**config.mk**
```make
export PLATFORM = sky130hd
export DESIGN_NAME = poly_pitch_generator
export DESIGN_NICKNAME = d
export VERILOG_FILES = /design/src/rtl/pitch_pkg.sv /design/src/rtl/pitch_voice.sv /design/src/rtl/poly_pitch_generator.sv
export SDC_FILE = /design/constraint.sdc
export NUM_CORES = 1
export LEC_CHECK = 0
export CAP_MARGIN = 10
export CORE_ASPECT_RATIO = 1.2
export CORE_MARGIN = 8
export CORE_UTILIZATION = 50
export DETAILED_ROUTE_END_ITERATION = 6
export PLACE_DENSITY = 0.68
export SYNTH_ARGS = -nofsm -noshare
export SYNTH_HDL_FRONTEND = slang
export SYNTH_SLANG_ARGS = --single-unit
export TNS_END_PERCENT = 1
```
**constraint.sdc**
```tcl
create_clock -name clk -period 18.9 [get_ports clk]
set_input_delay 3.78 -clock clk [delete_from_list [all_inputs] [get_ports clk]]
set_output_delay 3.78 -clock clk [all_outputs]
set_load 0.05 [all_outputs]
```
**src/rtl/pitch_pkg.sv**
```systemverilog
// pitch_pkg: note codes, octave limit, half-period table and lookup
package pitch_pkg;
  typedef enum logic [3:0] {
    NOTE_C, NOTE_CS, NOTE_D, NOTE_DS, NOTE_E, NOTE_F,
    NOTE_FS, NOTE_G, NOTE_GS, NOTE_A, NOTE_AS, NOTE_B, NOTE_REST
  } note_t;
  localparam int OCTAVE_MAX = 8;
  typedef logic [11:0][31:0] base_t;
  // Octave 0 runs A0 (27.5 Hz) upward, so C..G# sit above A0 and A..B start at A0.
  function automatic base_t base_half(input int clk_hz);
    base_t b;
    real f;
    for (int n = 0; n < 12; n++) begin
      f = 27.5 * (2.0 ** (real'(n < 9 ? n + 3 : n - 9) / 12.0));
      b[n] = 32'($rtoi(real'(clk_hz) / (2.0 * f) + 0.5));
    end
    return b;
  endfunction
  function automatic logic [31:0] half_of(input base_t tab, input logic [3:0] note, input logic [3:0] oct);
    return (note > 4'(NOTE_B) || oct > 4'(OCTAVE_MAX)) ? '0 : tab[note] >> oct;
  endfunction
endpackage

```
**src/rtl/pitch_voice.sv**
```systemverilog
// pitch_voice: one square-wave channel with a one-deep pending slot applied on half-period boundaries
module pitch_voice #(
  parameter int CNT_W = 21
) (
  input  logic             clk,
  input  logic             rst,
  input  logic             wr,
  input  logic [CNT_W-1:0] wr_half,
  output logic             ready,
  output logic             wave
);
  logic             running, pend_valid, bnd;
  logic [CNT_W-1:0] cnt, half, pend_half;
  assign bnd = running && cnt == '0;
  assign ready = !pend_valid;
  // A zero half means a silent setting; a write landing on a boundary overrides the pending clear.
  always_ff @(posedge clk or posedge rst) begin
    if (rst) begin
      running <= 1'b0;
      pend_valid <= 1'b0;
      wave <= 1'b0;
      cnt <= '0;
      half <= '0;
      pend_half <= '0;
    end else begin
      if (bnd) begin
        pend_valid <= 1'b0;
        if (pend_valid && pend_half == '0) begin
          running <= 1'b0;
          wave <= 1'b0;
        end else begin
          wave <= ~wave;
          half <= pend_valid ? pend_half : half;
          cnt <= (pend_valid ? pend_half : half) - 1'b1;
        end
      end else if (running) cnt <= cnt - 1'b1;
      if (wr && running) begin
        pend_valid <= 1'b1;
        pend_half <= wr_half;
      end else if (wr && wr_half != '0) begin
        running <= 1'b1;
        half <= wr_half;
        cnt <= wr_half - 1'b1;
      end
    end
  end
endmodule

```
**src/rtl/poly_pitch_generator.sv**
```systemverilog
// poly_pitch_generator: VOICES independent square-wave tone channels with a registered voice count
module poly_pitch_generator
  import pitch_pkg::*;
#(
  parameter int VOICES = 4,
  parameter int CLK_HZ = 50_000_000,
  parameter int CNT_W  = 21,
  parameter int MIX_W  = $clog2(VOICES + 1),
  localparam int VW    = VOICES > 1 ? $clog2(VOICES) : 1
) (
  input  logic              clk,
  input  logic              rst,
  input  logic              wr_en,
  input  logic [VW-1:0]     wr_voice,
  input  logic [3:0]        wr_note,
  input  logic [3:0]        wr_octave,
  input  logic              wr_gate,
  output logic              wr_ready,
  output logic [VOICES-1:0] wave,
  output logic [MIX_W-1:0]  mix
);
  localparam base_t BASE = base_half(CLK_HZ);
  logic [CNT_W-1:0]    nh;
  logic [VOICES-1:0]   rdy;
  logic [2**VW-1:0]    rdy_p;
  logic [MIX_W-1:0]    pop;
  // Requested half-period; zero encodes rest or gate off.
  always_comb nh = wr_gate ? CNT_W'(half_of(BASE, wr_note, wr_octave)) : '0;
  // Unused voice slots read as not ready so out-of-range selects are refused.
  always_comb begin
    rdy_p = '0;
    rdy_p[VOICES-1:0] = rdy;
  end
  assign wr_ready = rdy_p[wr_voice];
  for (genvar v = 0; v < VOICES; v++) begin : g_voice
    pitch_voice #(.CNT_W(CNT_W)) u_voice (
      .clk,
      .rst,
      .wr(wr_en && wr_ready && wr_voice == VW'(v)),
      .wr_half(nh),
      .ready(rdy[v]),
      .wave(wave[v])
    );
  end
  // Count of sounding outputs.
  always_comb begin
    pop = '0;
    for (int i = 0; i < VOICES; i++) pop = pop + MIX_W'(wave[i]);
  end
  // Registered count, one cycle behind wave.
  always_ff @(posedge clk or posedge rst) begin
    if (rst) mix <= '0;
    else mix <= pop;
  end
endmodule

```
==> results of run 1 <==
-- cell usage after synthesis, types with 10 or more instances --
library cell  instances  area share, %
o221ai_1             11           0.54
inv_1                36           0.75
and3_1               15           0.52
buf_4                11           0.46
xor2_1               50            2.4
nand4_1              17           0.59
or2_2                13           0.45
dfrtp_1             263             37
a22oi_1              13           0.55
a32oi_1              10           0.49
o31ai_1              11           0.46
nand2_1             239            5.0
o211ai_1             52            2.2
nand3_1              36            1.0
mux2i_1             130            7.3
nor3b_1              27            1.1
or4_1                15           0.63
o22ai_1              12           0.42
nor3_1               81            2.3
nand2b_1             20           0.70
a21oi_1             122            3.4
o21ai_0             213            6.0
a21o_1               12           0.50
ha_1                 19            1.3
clkbuf_1             81            1.7
nor2_1              190            4.0
nor4_1               31            1.1
a211oi_1             11           0.46
or3_1                13           0.45
mux2_2               42            2.6
buf_2                31           0.87
xnor2_1              75            3.7
nor2b_1              23           0.80
and2_1               19           0.66
-- power by group through the flow --
stage	clock network [mW]	registers, mW	logic (mW)
finish	0.580	0.666	0.296
global route	0.613	0.672	0.322
CTS	0.590	0.664	0.292
detailed placement	0	0.673	0.291
global placement	0	0.672	0.282
floorplan	0	0.660	0.209
-- through the flow --
step                      utilization (%)  setup WS (ps)  power, mW  cell area, sq um
final                                54.4           9380       1.54             19400
after global routing                 54.4           9330       1.61             19400
after CTS                            54.4           9380       1.55             19400
after detailed placement             51.8           9380      0.964             18400
after global placement               51.8           9400      0.954             18400
after floorplan                         -           7880      0.869             17900
-- final cells by class --
type	count	share of cell area, %
Clock inverter	20	1.33
Multi-Input combinational cell	1662	54.7
Sequential cell	263	34.0
Tap cell	468	3.03
Timing Repair Buffer	58	2.59
Inverter	38	0.776
Clock buffer	29	3.58
-- cell families (layout without fill, tap and decap cells) --
group           after synthesis  in the layout  share of synthesized area, %
buf+inv                     173            145                          4.24
mux                         176            176                          10.4
compound gates              562            562                          19.7
xor+xnor                    125            125                          6.12
flops                       263            263                          36.8
simple gates                779            779                          21.4
fa+ha+maj                    20             20                          1.44
-- flip-flops by register name (all words and copies together), names as in the netlist --
name	cells
g_voice.u_voice.wave	4
g_voice.u_voice.pend_valid	4
g_voice.u_voice.cnt	84
g_voice.u_voice.pend_half	80
mix	3
g_voice.u_voice.half	84
g_voice.u_voice.running	4
-- critical path: cells and delay by family --
kind	cells	cell delay, ps
buffers and inverters	3	1430
multiplexers	1	530
-- worst paths after layout --
check / endpoint / slack, ps / cells after the start / startpoint
hold reg to reg: g_voice[1].u_voice.pend_half[10] / 520 / 2 / g_voice[1].u_voice.pend_half[10]
setup / recovery: wr_ready / 9380 / 4 / wr_voice[0]
setup reg to reg: g_voice[1].u_voice.half[14] / 14660 / 10 / g_voice[1].u_voice.cnt[0]
min in group asynchronous: g_voice[0].u_voice.pend_valid / 3760 / 2 / rst
max in group asynchronous: g_voice[3].u_voice.pend_valid / 13800 / 3 / rst
hold / removal: g_voice[1].u_voice.pend_half[10] / 520 / 2 / g_voice[1].u_voice.pend_half[10]
-- per-layer routing --
layer / global-route usage (%) / vias to the layer above / wire (um)
li1: - / 7528 / -
met1: 33.3 / 7682 / 23400
met2: 40.3 / 545 / 25100
met3: 2.45 / 132 / 3280
met4: 10.9 / 2 / 2410
met5: 0 / - / 13
==> metrics, run 1 <==
peak supply drop=~0.063 mV; RSZ-0062 raised after global routing=false; most common cell after layout, fill and taps aside=dfrtp_1; Routed Antenna Nets=0; die width=~190 um; CP most frequent cell=clkdlybuf4s50_1; setup bufs post-CTS=0; DP HPWL=around 37000 um; grt ovf=0; count of cell types in the netlist=88; CP arrival=5740 ps; combinational share of power=19.2%; max-slew violations=0; Syn. warnings=0; first-pass GRT wire length=around 84000 um; sequential cell area=6590 sq um; synthesized area=between 15000 and 20000 sq um; Root Buffer=clkbuf_16; MaxCap Viol Count=0; area added between synthesis and finish=8.14%; crit-path cells=clkdlybuf4s50_1 -> mux4_2 -> inv_1 -> clkdlybuf4s50_1; fin cells=roughly 2.5k; Num CTS Buffers=27; Seq cells post-synth=263; Worst Tran Pin Value=between 1000 and 1500 ps; worst clock skew=about 11 ps; Cells after Synth=around 2.1k; fill cell count=approximately 3.3k; drt drc=0; clock share of power=37.6%; initial antenna violation count=1; Wirelength per Cell=~21 um; status=finished clean; fraction of registers with async set/reset=100%; die area=approximately 42000 sq um; Rows=76; total routed wirelength=roughly 54000 um; Post-CTS Hold Fix Bufs=0; port bufs=21; minimum period implied by the final worst setup slack=around 9500 ps; Clk pin slew, worst setup/hold paths=about 70 ps; period utilisation layout=between 50% and 60%; fmax=approximately 110 MHz; fin nets=about 2.1k; overall die height=between 200 and 250 um; clk buf depth=3; WHS=about 520 ps; area of the multi-input gates=roughly 11000 sq um; Clock Sinks=between 200 and 300; slowest stage cell, crit path=clkdlybuf4s50_1; pwr/cell area=about 80 nW/um^2; GRT Total Usage=between 20 and 25%; Leak=between 8 and 9 nW; clk_lat worst skew=550 ps; Rel. slew slack=about a fifth; largest net degree at the start of global routing=141; most frequent cells in the layout=dfrtp_1 (260), nand2_1 (239), o21ai_0 (212), nor2_1 (190), mux2i_1 (130); final RePlAce weighted congestion=between 0.9 and 1; via count=between 15k and 20k; syn_area_per_cell=roughly 8.5 sq um; WS Path Type=in2out; switching portion of total power=30.9%; Initial DRC Count=approximately 1.5k; Worst setup EP type=output port; placed cell count=2489; Sequential Power Share=about 43%; vias in the first global route=~15k; Hold Vio Cnt, Final=0; Critical Path RT=roughly 15000 ps; Internal Power=1.07 mW; Max FO, Critical Path=5; post-CTS sizing=0; Synth Net Count=2132; top_reg_cell synth=dfrtp_1; setup TNS=0 ps; total iterations of the first detailed-routing run=5; Final Setup Violations=0; CTS tree=done; Initial Util=50.3%; CTS H-tree lvls=1; vias per cell=6.26; CP Launch Type=input port; antenna fix cells=0; Boundary Pins=22; worst hold path type=reg2reg; share of layout cells above drive strength 1=under 10%; Seq/Total Area, Yosys=between 30% and 40%; Post-synth EDFFs=0; slowest stage delay, CP=790 ps; Psw=about 0.48 mW; core area=between 30000 and 40000 sq um
Power figures use the tool's default switching activity.
==> run 2, diff against run 1 <==
Clock period 18.9 ns to 8.95 ns, I/O delays scaled along.
==> run 2 against run 1 <==
Clock-buffer cell count rose by 6. Non-clock buffer count up 7. Final cell count grew 0.32%. Die area stayed put. Total power is 110% higher. Worst hold slack better by 1.6 ps. Wire length rose by 2.3%. Via count rose by 1.4%.
==> metrics, run 2 (same netlist as run 1, synthesis figures left out) <==
Worst setup EP type=register (was output port); CP arrival=7040 ps (was 5740 ps); Routed Antenna Nets=0 (unchanged); Clk pin slew, worst setup/hold paths=60 ps (was 70 ps); Total Power=3.22 mW (was 1.54 mW); Clock Sinks=263 (unchanged); fin nets=2091 (was 2084); top flop regs=g_voice.u_voice.cnt x84, g_voice.u_voice.half x84, g_voice.u_voice.pend_half x80 (unchanged); Rows=76 (unchanged); Post-CTS Hold Fix Bufs=0 (unchanged); vias in the first global route=15.0k (was 14.8k); first-pass GRT wire length=86200 um (was 84300 um); share of layout cells above drive strength 1=8.47% (was 8.26%); Max FO, Critical Path=46 (was 5); RSZ-0062 raised after global routing=false (unchanged); total iterations of the first detailed-routing run=5 (unchanged); Hold Vio Cnt, Final=0 (unchanged); Num CTS Buffers=27 (unchanged); WS Path Type=in2reg (was in2out); port bufs=21 (unchanged); Initial DRC Count=1356 (was 1462); hold depth=1 (was 2); clk buf depth=3 (unchanged); Boundary Pins=22 (unchanged); Wirelength per Cell=21.8 um (was 21.3 um); vias per cell=6.33 (was 6.26); slowest stage delay, CP=1080 ps (was 790 ps); R2R cell count=11 (was 10); CTS tree=done (unchanged); worst clock skew=22.1 ps (was 11.5 ps); Final WS setup=2390 ps (was 9380 ps); hold endpoint=g_voice[1].u_voice.wave (was g_voice[1].u_voice.pend_half[10]); overall die height=223 um (unchanged); CP Launch Type=input port (unchanged); minimum period implied by the final worst setup slack=between 6000 and 7000 ps; MaxCap Viol Count=0 (unchanged); fmax=around 150 MHz; pwr/cell area=166 nW/um^2 (was 79.7 nW/um^2); Critical Path RT=9430 ps (was 15120 ps); DP HPWL=38200 um (was 37000 um); final design utilization=54.5% (was 54.4%); post-CTS sizing=0 (unchanged); core area=35600 sq um (unchanged); placed cell count=2496 (was 2489); reg-to-reg endpoint=g_voice[0].u_voice.half[3] (was g_voice[1].u_voice.half[14]); Rel. slew slack=10.1% (was 19.6%); max-slew violations=0 (unchanged); Initial Util=50.3% (unchanged); drt drc=0 (unchanged); Worst Tran Pin Value=1340 ps (was 1200 ps); fill cell count=3301 (was 3324); final RePlAce weighted congestion=0.955 (was 0.933); fin cells=2546 (was 2538); Leak=8.67 nW (was 8.65 nW); total routed wirelength=55400 um (was 54100 um); Final Setup Violations=0 (unchanged); grt ovf=0 (unchanged); reg2reg start=g_voice[0].u_voice.cnt[0] (was g_voice[1].u_voice.cnt[0]); antenna fix cells=0 (unchanged); Root Buffer=clkbuf_16 (unchanged); GRT Total Usage=25.6% (was 24.8%); clk_lat worst skew=580 ps (was 550 ps); r2r setup slk=4300 ps (was 14660 ps); initial antenna violation count=2 (was 1); worst hold path type=reg2reg (unchanged); most frequent cells in the layout=dfrtp_1 (260), nand2_1 (239), o21ai_0 (212), nor2_1 (190), mux2i_1 (130) (unchanged); setup TNS=0 ps (unchanged); slowest stage cell, crit path=clkdlybuf4s50_1 (unchanged); crit-path cells=clkdlybuf4s50_1 -> buf_4 -> nor2b_1 -> o31ai_1 -> a222oi_1 -> nand2_1 -> a21o_1 -> ha_1 -> inv_1 -> or4b_4 -> o31ai_4 -> buf_12 -> o211ai_1 -> o21ai_0 (was clkdlybuf4s50_1 -> mux4_2 -> inv_1 -> clkdlybuf4s50_1); peak supply drop=0.154 mV (was 0.0628 mV); setup bufs post-CTS=0 (unchanged); status=finished clean (unchanged); largest net degree at the start of global routing=81 (was 141); pre-CTS setup slack=1900 ps (was 9380 ps); via count=16.1k (was 15.9k); die area=42100 sq um (unchanged); CTS H-tree lvls=1 (unchanged); area added between synthesis and finish=8.29% (was 8.14%); most common cell after layout, fill and taps aside=dfrtp_1 (unchanged); period utilisation layout=approximately three quarters; Hold Crit Start=g_voice[1].u_voice.wave (was g_voice[1].u_voice.pend_half[10]); die width=189 um (unchanged)
[run 2: cell count changes in the layout (fill, tap and decap cells not counted), moves of 2 or more]
| cell | before | now |
|---|---|---|
| bufinv_16 | 5 | 3 |
| clkbuf_1 | 1 | 5 |
| clkbuf_8 | 1 | 3 |
| buf_4 | 36 | 42 |
[run 2: per-stage QoR]
step / area, sq um / hold slack, ps
finish: 19400 / 518
global route: 19400 / 540
CTS: 19400 / 522
global placement: 18500 / 500
floorplan: 17900 / 471
detailed placement: 18500 / 505
[run 2: cell type report]
class | count | area [sq um] | area share [%]
timing repair buffer | 65 | 566 | 2.92
inverter | 38 | 146 | 0.755
sequential | 263 | 6590 | 34.0
clock buffer | 35 | 736 | 3.80
clock inverter | 15 | 175 | 0.904
tap | 468 | 586 | 3.02
multi-input combinational | 1662 | 10600 | 54.6
[run 2: worst max-delay path by stage]
stage | start | end | slack (ps) | depth (start not counted)
2_1_floorplan | wr_note[1] | g_voice[1].u_voice.cnt[6] | 3630 | 14
3_3_place_gp | wr_note[2] | g_voice[3].u_voice.half[16] | 2080 | 14
3_5_place_dp | wr_note[2] | g_voice[3].u_voice.half[13] | 1900 | 14
4_1_cts | wr_note[2] | g_voice[3].u_voice.half[13] | 2510 | 14
5_1_grt | wr_note[2] | g_voice[3].u_voice.half[13] | 2000 | 14
6_report | wr_note[2] | g_voice[3].u_voice.half[13] | 2390 | 14
[run 2: per-layer routing]
layer | track usage, % | vias up | part of all wire, %
met5 | 0 | - | 0.042
met2 | 40.0 | 648 | 45
li1 | - | 7557 | -
met1 | 33.5 | 7725 | 43
met3 | 4.12 | 170 | 6.8
met4 | 14.1 | 4 | 5.9
[run 2: report_power, final]
part | internal [mW] | leakage [nW] | total [mW] | switching (mW)
registers | 1.29 | 3.24 | 1.41 | 0.116
clock network | 0.671 | 0.436 | 1.18 | 0.511
logic | 0.246 | 5.00 | 0.632 | 0.386
total | 2.21 | 8.67 | 3.22 | 1.01
[run 2: worst max-delay path: cells and delay by family]
| family | cells | cell delay (ps) |
|---|---|---|
| fa+ha+maj | 1 | 360 |
| compound gates | 6 | 2280 |
| simple gates | 3 | 780 |
| buf+inv | 4 | 1790 |
